==> config.mk <==
export PLATFORM = sky130hd
export DESIGN_NAME = cdb_rr_arbiter
export DESIGN_NICKNAME = d
export VERILOG_FILES = /design/src/rtl/cdb_rr_arbiter.sv
export SDC_FILE = /design/constraint.sdc
export NUM_CORES = 1
export LEC_CHECK = 0
export ABC_AREA = 0
export BUFFER_PORTS_ARGS = -buffer_cell sky130_fd_sc_hd__buf_2
export CORE_ASPECT_RATIO = 2
export CORE_UTILIZATION = 52
export CTS_BUF_LIST = sky130_fd_sc_hd__clkbuf_16
export CTS_CLUSTER_DIAMETER = 150
export DETAILED_ROUTE_END_ITERATION = 10
export GPL_TIMING_DRIVEN = 0
export PLACE_DENSITY = 0.79
export SLEW_MARGIN = 5
export SYNTH_ARGS = -nofsm -noshare
export SYNTH_HDL_FRONTEND = slang
export SYNTH_SLANG_ARGS = --single-unit
export TNS_END_PERCENT = 1
==> constraint.sdc <==
create_clock -name clk -period 4.5 [get_ports clk]
set_input_delay 0.675 -clock clk [delete_from_list [all_inputs] [get_ports clk]]
set_output_delay 0.675 -clock clk [all_outputs]
set_load 0.01 [all_outputs]
==> src/rtl/cdb_rr_arbiter.sv <==
// Common Data Bus arbiter: per-channel result queues feeding one
// registered {tag, data} broadcast per cycle, round-robin or fixed priority.
module cdb_rr_arbiter #(
    parameter int NUM_SRC    = 8,
    parameter int DATA_WIDTH = 32,
    parameter int TAG_WIDTH  = 4,
    parameter int QDEPTH     = 2,
    parameter int RR_MODE    = 1
) (
    input  logic                            clk,
    input  logic                            reset,
    input  logic                            flush,
    input  logic [NUM_SRC-1:0]              src_valid,
    input  logic [NUM_SRC*TAG_WIDTH-1:0]    src_tag,
    input  logic [NUM_SRC*DATA_WIDTH-1:0]   src_data,
    output logic [NUM_SRC-1:0]              src_ready,
    output logic                            cdb_valid,
    output logic [TAG_WIDTH-1:0]            cdb_tag,
    output logic [DATA_WIDTH-1:0]           cdb_data,
    output logic [$clog2(NUM_SRC)-1:0]      cdb_src,
    output logic                            busy
);

    localparam int SW = $clog2(NUM_SRC);
    localparam int PW = (QDEPTH > 1) ? $clog2(QDEPTH) : 1;
    localparam int CW = $clog2(QDEPTH + 1);
    localparam int EW = TAG_WIDTH + DATA_WIDTH;

    logic [EW-1:0]         mem_q  [NUM_SRC][QDEPTH];
    logic [EW-1:0]         mem_d  [NUM_SRC][QDEPTH];
    logic [PW-1:0]         wptr_q [NUM_SRC];
    logic [PW-1:0]         wptr_d [NUM_SRC];
    logic [PW-1:0]         rptr_q [NUM_SRC];
    logic [PW-1:0]         rptr_d [NUM_SRC];
    logic [CW-1:0]         cnt_q  [NUM_SRC];
    logic [CW-1:0]         cnt_d  [NUM_SRC];
    logic [SW-1:0]         rr_q, rr_d;
    logic                  cdb_valid_q, cdb_valid_d;
    logic [TAG_WIDTH-1:0]  cdb_tag_q, cdb_tag_d;
    logic [DATA_WIDTH-1:0] cdb_data_q, cdb_data_d;
    logic [SW-1:0]         cdb_src_q, cdb_src_d;

    logic [NUM_SRC-1:0]    req, push, pop;
    logic                  gnt_v;
    logic [SW-1:0]         gnt_idx;
    logic [EW-1:0]         head;

    function automatic logic [PW-1:0] ptr_inc(input logic [PW-1:0] p);
        return (p == PW'(QDEPTH - 1)) ? '0 : p + 1'b1;
    endfunction

    function automatic int wrap(input int v);
        return (v >= NUM_SRC) ? v - NUM_SRC : v;
    endfunction

    // Ready depends only on occupancy: a full queue never pops-through.
    always_comb begin
        for (int i = 0; i < NUM_SRC; i++) begin
            req[i]       = (cnt_q[i] != '0);
            src_ready[i] = reset && (cnt_q[i] < CW'(QDEPTH));
            push[i]      = src_valid[i] && src_ready[i];
        end
    end

    always_comb begin
        gnt_v   = 1'b0;
        gnt_idx = '0;
        if (RR_MODE != 0) begin
            for (int k = 1; k <= NUM_SRC; k++) begin
                if (!gnt_v && req[wrap(int'(rr_q) + k)]) begin
                    gnt_v   = 1'b1;
                    gnt_idx = SW'(wrap(int'(rr_q) + k));
                end
            end
        end else begin
            for (int i = NUM_SRC - 1; i >= 0; i--) begin
                if (req[i]) begin
                    gnt_v   = 1'b1;
                    gnt_idx = SW'(i);
                end
            end
        end
        for (int i = 0; i < NUM_SRC; i++) begin
            pop[i] = gnt_v && (gnt_idx == SW'(i));
        end
    end

    assign head = mem_q[gnt_idx][rptr_q[gnt_idx]];

    always_comb begin
        mem_d       = mem_q;
        wptr_d      = wptr_q;
        rptr_d      = rptr_q;
        cnt_d       = cnt_q;
        rr_d        = rr_q;
        cdb_valid_d = 1'b0;
        cdb_tag_d   = '0;
        cdb_data_d  = cdb_data_q;
        cdb_src_d   = cdb_src_q;
        for (int i = 0; i < NUM_SRC; i++) begin
            if (push[i]) begin
                mem_d[i][wptr_q[i]] = {src_tag[i*TAG_WIDTH +: TAG_WIDTH],
                                       src_data[i*DATA_WIDTH +: DATA_WIDTH]};
                wptr_d[i] = ptr_inc(wptr_q[i]);
            end
            if (pop[i]) begin
                rptr_d[i] = ptr_inc(rptr_q[i]);
            end
            case ({push[i], pop[i]})
                2'b10:   cnt_d[i] = cnt_q[i] + 1'b1;
                2'b01:   cnt_d[i] = cnt_q[i] - 1'b1;
                default: cnt_d[i] = cnt_q[i];
            endcase
        end
        if (gnt_v) begin
            cdb_valid_d = 1'b1;
            cdb_tag_d   = head[EW-1 -: TAG_WIDTH];
            cdb_data_d  = head[DATA_WIDTH-1:0];
            cdb_src_d   = gnt_idx;
            if (RR_MODE != 0) begin
                rr_d = gnt_idx;
            end
        end
        // Flush drops everything in flight but keeps the fairness pointer.
        if (flush) begin
            for (int i = 0; i < NUM_SRC; i++) begin
                wptr_d[i] = '0;
                rptr_d[i] = '0;
                cnt_d[i]  = '0;
            end
            rr_d        = rr_q;
            cdb_valid_d = 1'b0;
            cdb_tag_d   = '0;
            cdb_data_d  = cdb_data_q;
            cdb_src_d   = cdb_src_q;
        end
    end

    always_ff @(posedge clk) begin
        mem_q <= mem_d;
    end

    always_ff @(posedge clk or negedge reset) begin
        if (!reset) begin
            for (int i = 0; i < NUM_SRC; i++) begin
                wptr_q[i] <= '0;
                rptr_q[i] <= '0;
                cnt_q[i]  <= '0;
            end
            rr_q        <= SW'(NUM_SRC - 1);
            cdb_valid_q <= 1'b0;
            cdb_tag_q   <= '0;
            cdb_data_q  <= '0;
            cdb_src_q   <= '0;
        end else begin
            wptr_q      <= wptr_d;
            rptr_q      <= rptr_d;
            cnt_q       <= cnt_d;
            rr_q        <= rr_d;
            cdb_valid_q <= cdb_valid_d;
            cdb_tag_q   <= cdb_tag_d;
            cdb_data_q  <= cdb_data_d;
            cdb_src_q   <= cdb_src_d;
        end
    end

    assign cdb_valid = cdb_valid_q;
    assign cdb_tag   = cdb_tag_q;
    assign cdb_data  = cdb_data_q;
    assign cdb_src   = cdb_src_q;
    assign busy      = (|req) | cdb_valid_q;

endmodule

==> results.cfg, run 1 <==
[hold_path]
min_to = mem_q[33]$_DFFE_PP_
hp-class = in2reg
min_path_cells = 1
hold_path_startpoint = src_tag[29]

[floorplanning]
start_util_pct = 52.4
die_h_um = 322
num_rows = 117
core_um2 = 50800
num_io_pins = 348
chipWidth_um = 162
dieArea_um2 = 52200

[critical_path]
reg2regPathDepth = 13
cp.arrival_ns = 5.13
worstPathMaxFanout = 10
end_kind = flip-flop
timing.rr.start = rr_q[0]$_DFFE_PN1P_
r2r_end = cdb_data[27]$_DFFE_PN0P_
startpoint_type = flip-flop
cp.required_ns = 4.94
critical_path_class = reg2reg
r2r_setup_slack_ns = -0.19

[place]
routabilityCongestion = 0.988
post-dp-hpwl_um = 68600
portBuffers = 346

[global_route]
grt_antenna_before_repair = 21
grt_start_max_net_pins = 61
grt_pass1_vias = 20400
grt_pass1_wl_um = 133000
grt.total_usage_pct = 36.3
grt-ovfl-total = 0

[synthesis]
synthArstFlopShare_pct = 11.5
ys_seq_area_share_pct = 72.0
synth_fp_nets = 2300
synth_edf_count = 576
ys_types = 60
synthFlopType = edfxtp_1
yosys.area_share.simple_pct = 13.1
syn_inst = 1999
synthXorXnorAreaFrac_pct = 1.02
synth_fa_ha_area_share_pct = 0.0939
ys_ff_latch = 651
synth_area_um2 = 26600
syn_avg_cell_area_um2 = 13.3
synth_top_family_by_area = simple AND/OR/NAND/NOR gates
yosys_warnings = 0
synth_compound_area_share_pct = 8.49
muxShareOfSynthArea_pct = 3.05

[finish]
areaGrowthSynthToFinish_pct = 23.2
layout-drive-gt1-share_pct = 28.4
fin_util_pct = 64.6
nets = 2744

[sta]
worst_slack_ns = -0.192
period_needed_ns = 4.69
finalClockSkew_ns = 0.0178
grt_setup_unrepaired = true
slew_headroom_pct = 34.4
fmax_mhz = 213
slew_viol_final = 0
finalSetupViolations = 23
min_period_over_period_pct = 104
finalHoldViolations = 0
worst_pin_slew_ns = 0.959

[clocking]
cts_tree = built
cts_max_level = 2
numCtsBuffers = 53
insertion_delay_ns = 0.61
cts_sinks = 651
clk_pin_slew_ns = 0.07
clk_path_buf_depth = 3
cts.root.buffer_cell = clkbuf_16

[routing]
dr.pass1.iters = 5
antenna_left = 0
drc = 0
vias = 20100
via_per_inst = 6.36
wl_um = 94700
drtIter0Drc = 2445
avgRoutedWirePerCell_um = 30.0

[outcome]
status = complete, but fails checks
violations = negative setup slack

[flow_run]
maxCapViolCount = 0
through the flow:
stage	area, µm²	TNS, ns	std cells	hold WS [ns]	setup WS [ns]
after CTS	32300	-2.01	3126	0.241	-0.116
after global placement	29200	-1121.46	2999	0.470	-2.21
final	32800	-2.28	3160	0.248	-0.192
after floorplan	26600	0	1999	0.379	0.174
after global routing	32800	-2.35	3148	0.248	-0.141
after detailed placement	29800	-85.08	3021	0.480	-1.90
cell type report:
type                       count  area, µm²
antenna                       21       52.6
buffer                       127        891
clock buffer                  54       1350
clock inverter                43        282
fill                        3628      18000
inverter                      10       57.6
multi-input combinational   1210       7730
sequential                   651      19200
tap                          654        818
timing repair buffer         390       2450
cell usage after synthesis, drive strengths merged, types with 3 or more instances:
| cell | instances | area share [%] |
|---|---|---|
| nand3 | 13 | 0.24 |
| o21ai | 27 | 0.51 |
| a21o | 5 | 0.14 |
| o21a | 4 | 0.11 |
| xnor2 | 13 | 0.43 |
| a211oi | 3 | 0.13 |
| nand2b | 12 | 0.28 |
| nand4 | 11 | 0.26 |
| a22oi | 5 | 0.14 |
| a31o | 3 | 0.099 |
| o22ai | 15 | 0.35 |
| or3 | 8 | 0.19 |
| or2 | 8 | 0.19 |
| a221oi | 40 | 1.3 |
| a2111oi | 6 | 0.20 |
| buf | 57 | 1.1 |
| mux4 | 15 | 1.3 |
| a211o | 4 | 0.13 |
| a31oi | 101 | 2.4 |
| a311o | 23 | 0.86 |
| a21oi | 33 | 0.62 |
| clkbuf | 71 | 1.0 |
| nor2 | 101 | 1.4 |
| nor3 | 7 | 0.13 |
| mux2 | 12 | 0.51 |
| dfrtp | 72 | 6.8 |
| a2bb2oi | 10 | 0.33 |
| dfstp | 3 | 0.30 |
| a311oi | 23 | 0.76 |
| nor2b | 9 | 0.21 |
| nand2 | 517 | 7.3 |
| inv | 8 | 0.11 |
| mux2i | 31 | 1.3 |
| and3 | 115 | 2.7 |
| edfxtp | 576 | 65 |
| xor2 | 18 | 0.59 |
cell usage in the layout (no fill, tap or decap), types with 17 or more instances in the layout:
cell       instances
a311o_1           23
a311oi_1          17
buf_6             17
edfxtp_1         576
inv_1             23
buf_4             37
a31oi_1           79
xor2_1            17
and3_1           111
nor2_1            84
a21oi_1           33
clkbuf_1          18
a31oi_2           22
clkbuf_2          22
diode_2           21
nand2_1          511
dfrtp_1           72
a221oi_4          21
o21ai_0           24
clkbuf_16         54
buf_2            369
clkbuf_4          21
mux2i_1           21
layer usage:
| layer | GRT usage [%] | part of all wire [%] | vias up |
|---|---|---|---|
| met2 | 61.4 | 49 | 1547 |
| met3 | 6.72 | 9.4 | 419 |
| met4 | 30.2 | 10 | 2 |
| li1 | - | - | 8384 |
| met5 | 0 | 0.0063 | - |
| met1 | 39.4 | 31 | 9737 |
cells by family after synthesis:
kind of cell             Yosys count
AO/OA/AOI/OAI                    313
XOR/XNOR                          31
adder cells (fa/ha/maj)            2
buffers and inverters            138
flip-flops                       651
multiplexers                      58
AND/OR/NAND/NOR                  806
sequential cells by signal (all words and copies together), names as in the netlist:
signal	flops
mem_q	576
cdb_data	32
cnt_q	16
rptr_q	8
wptr_q	8
cdb_tag	4
cdb_src	3
rr_q	3
cdb_valid	1
what timing repair did:
item	CTS	global route
resized for setup	188	99
hold endpoints to repair	17	0
setup buffers	7	14
hold buffers	1	0
pin swaps	11	18
setup endpoints to repair	66	48
worst max-delay path, stage by stage, from the launching register on:
cell             delay, ns
dfstp_2               0.38
buf_6                 0.14
clkbuf_2              0.21
clkbuf_2              0.28
a2111oi_0             0.88
a211oi_1              0.09
o21ai_0               0.30
a31oi_2               0.15
o21a_1                0.16
buf_2                 0.20
clkdlybuf4s15_2       0.47
nor2_2                0.41
clkbuf_1              0.62
a311oi_2              0.22
worst max path at each step:
stage / startpoint / to / slack (ns)
floorplan: rr_q[1]$_DFFE_PN1P_ / cdb_data[30]$_DFFE_PN0P_ / 0.17
CTS: rr_q[1]$_DFFE_PN1P_ / cdb_data[26]$_DFFE_PN0P_ / -0.12
global route: rr_q[0]$_DFFE_PN1P_ / cdb_data[28]$_DFFE_PN0P_ / -0.14
finish: rr_q[0]$_DFFE_PN1P_ / cdb_data[27]$_DFFE_PN0P_ / -0.19
global placement: reset / mem_q[273]$_DFFE_PP_ / -2.21
detailed placement: rr_q[1]$_DFFE_PN1P_ / cdb_data[29]$_DFFE_PN0P_ / -1.90
Power of run 1 is not shown: default switching activity piles up to over one toggle a cycle in this logic, so the estimate is an artifact.
==> run 2: changes to the inputs <==
TNS_END_PERCENT = 10   (was 1)
==> run 2 against run 1 <==
The run still ends with negative setup slack left. Non-clock buffer count grew 11. Sequential share of layout area grew 0.074 points. Fmax is 0.11% higher. Utilization shrank 0.081 points. Global-route usage increased by 0.19 points. Largest cell class unchanged. Register-to-register slack about the same. Worst hold slack is essentially flat. First-iteration DRC count decreased by 4.6%.
==> results.cfg, run 2 (synthesized netlist as in run 1, its figures left out) <==
[sta]
finalClockSkew_ns = 0.0183
slew_viol_final = 0
worst_slack_ns = -0.187
period_needed_ns = 4.69
min_period_over_period_pct = 104
fin_tns_setup_ns = -1.53
worst_pin_slew_ns = 1.02
fmax_mhz = 213
slew_headroom_pct = 30.5
finalSetupViolations = 24
whs_ns = 0.248
grt_setup_unrepaired = true
finalHoldViolations = 0

[routing]
avgRoutedWirePerCell_um = 30.0
dr.pass1.iters = 6
wl_um = 95100
vias = 20000
via_per_inst = 6.31
drtIter0Drc = 2332
antenna_left = 0
drc = 0

[finish]
areaGrowthSynthToFinish_pct = 23.0
final_common_cell = edfxtp_1
n_fill_cell = 3625
nets = 2755
top_register = mem_q
largest_reg_flops = 576
layout-drive-gt1-share_pct = 28.0
final_cell_mix = edfxtp_1 (576), nand2_1 (510), buf_2 (366)

[critical_path]
worstPathMaxFanout = 6
critical_path_class = reg2reg
cp.arrival_ns = 5.16
startpoint_type = flip-flop
cp.required_ns = 4.97
end_kind = flip-flop

[clocking]
cts_tree = built
numCtsBuffers = 53
cts.root.buffer_cell = clkbuf_16
clk_pin_slew_ns = 0.07
insertion_delay_ns = 0.61
cts_sinks = 651
cts_max_level = 2
clk_path_buf_depth = 3

[outcome]
status = complete, but fails checks
violations = negative setup slack

[floorplanning]
dieArea_um2 = 52200
start_util_pct = 52.4
core_um2 = 50800
die_h_um = 322
num_rows = 117
chipWidth_um = 162
num_io_pins = 348

[flow_run]
maxCapViolCount = 0

[place]
post-dp-hpwl_um = 68600
routabilityCongestion = 0.988
pre_cts_ws_ns = -1.90
portBuffers = 346

[hold_path]
hp-class = in2reg

[global_route]
grt.total_usage_pct = 36.5
grt_pass1_vias = 20500
grt_pass1_wl_um = 133000
grt_start_max_net_pins = 61
grt_antenna_before_repair = 24
grt-ovfl-total = 0
run 2: cell types whose count changed in the layout (fill, tap and decap cells not counted), moves of 3 or more:
cell | previous run | this run
a311oi_2 | 6 | 3
a31oi_2 | 22 | 11
a31oi_1 | 79 | 90
buf_2 | 369 | 366
a311oi_1 | 17 | 20
buf_4 | 37 | 46
clkbuf_2 | 22 | 31
clkbuf_4 | 21 | 15
run 2: worst paths after layout:
check	to	start	slack, ns	depth (start not counted)
min in group asynchronous	cdb_tag[3]$_DFF_PN0_	reset	0.51	2
max in group asynchronous	cdb_data[3]$_DFFE_PN0P_	reset	3.35	3
min	mem_q[33]$_DFFE_PP_	src_tag[29]	0.25	1
min reg2reg	cdb_src[0]$_DFFE_PN0P_	cdb_src[0]$_DFFE_PN0P_	0.48	2
max	cdb_data[18]$_DFFE_PN0P_	rr_q[1]$_DFFE_PN1P_	-0.19	19
max reg2reg	cdb_data[18]$_DFFE_PN0P_	rr_q[1]$_DFFE_PN1P_	-0.19	19
run 2: timing repair:
action,CTS,global route
setup buffers,11,21
endpoints found under the setup margin,66,47
pin swaps,13,18
gates cloned,1,0
endpoints found under the hold margin,17,0
hold buffers,1,0
gates resized for setup,197,56
run 2: final cells by class:
cell class / count / area (µm²) / area share, %
Sequential cell: 651 / 19200 / 58.5
Multi-Input combinational cell: 1210 / 7600 / 23.2
Timing Repair Buffer: 402 / 2560 / 7.80
Clock buffer: 54 / 1350 / 4.12
Buffer: 126 / 868 / 2.65
Tap cell: 654 / 818 / 2.50
Clock inverter: 43 / 282 / 0.859
Inverter: 10 / 67.6 / 0.206
Antenna cell: 21 / 52.6 / 0.160
run 2: per-layer routing:
metal / GRT usage (%) / vias up / routed length [µm]
li1: - / 8397 / -
met4: 31.6 / 8 / 9640
met5: 0 / - / 45
met3: 7.31 / 391 / 9190
met1: 39.0 / 9763 / 29400
met2: 61.4 / 1457 / 46800
run 2: metrics by stage:
stage / area [µm²] / instances / util (%)
after floorplan: 26600 / 1999 / -
after global placement: 29200 / 2999 / 57.5
after detailed placement: 29800 / 3021 / 58.7
after CTS: 32300 / 3130 / 63.7
after global routing: 32700 / 3162 / 64.5
final: 32800 / 3171 / 64.5
run 2: critical path, stage by stage, from the launching register on:
cell and delay (ns):
dfstp_2 0.58, buf_12 0.14, clkinv_8 0.06, ha_4 0.18, xnor2_4 0.26, mux4_2 0.46
mux2i_4 0.24, nor2b_2 0.09, or4b_4 0.56, a211o_4 0.38, buf_6 0.15, nand2_2 0.06
nand2_2 0.05, nand3_2 0.08, o311ai_4 0.16, buf_6 0.19, buf_12 0.15, buf_12 0.15
a221oi_4 0.48, a311oi_1 0.09
Power of run 2 is left out for the same reason.
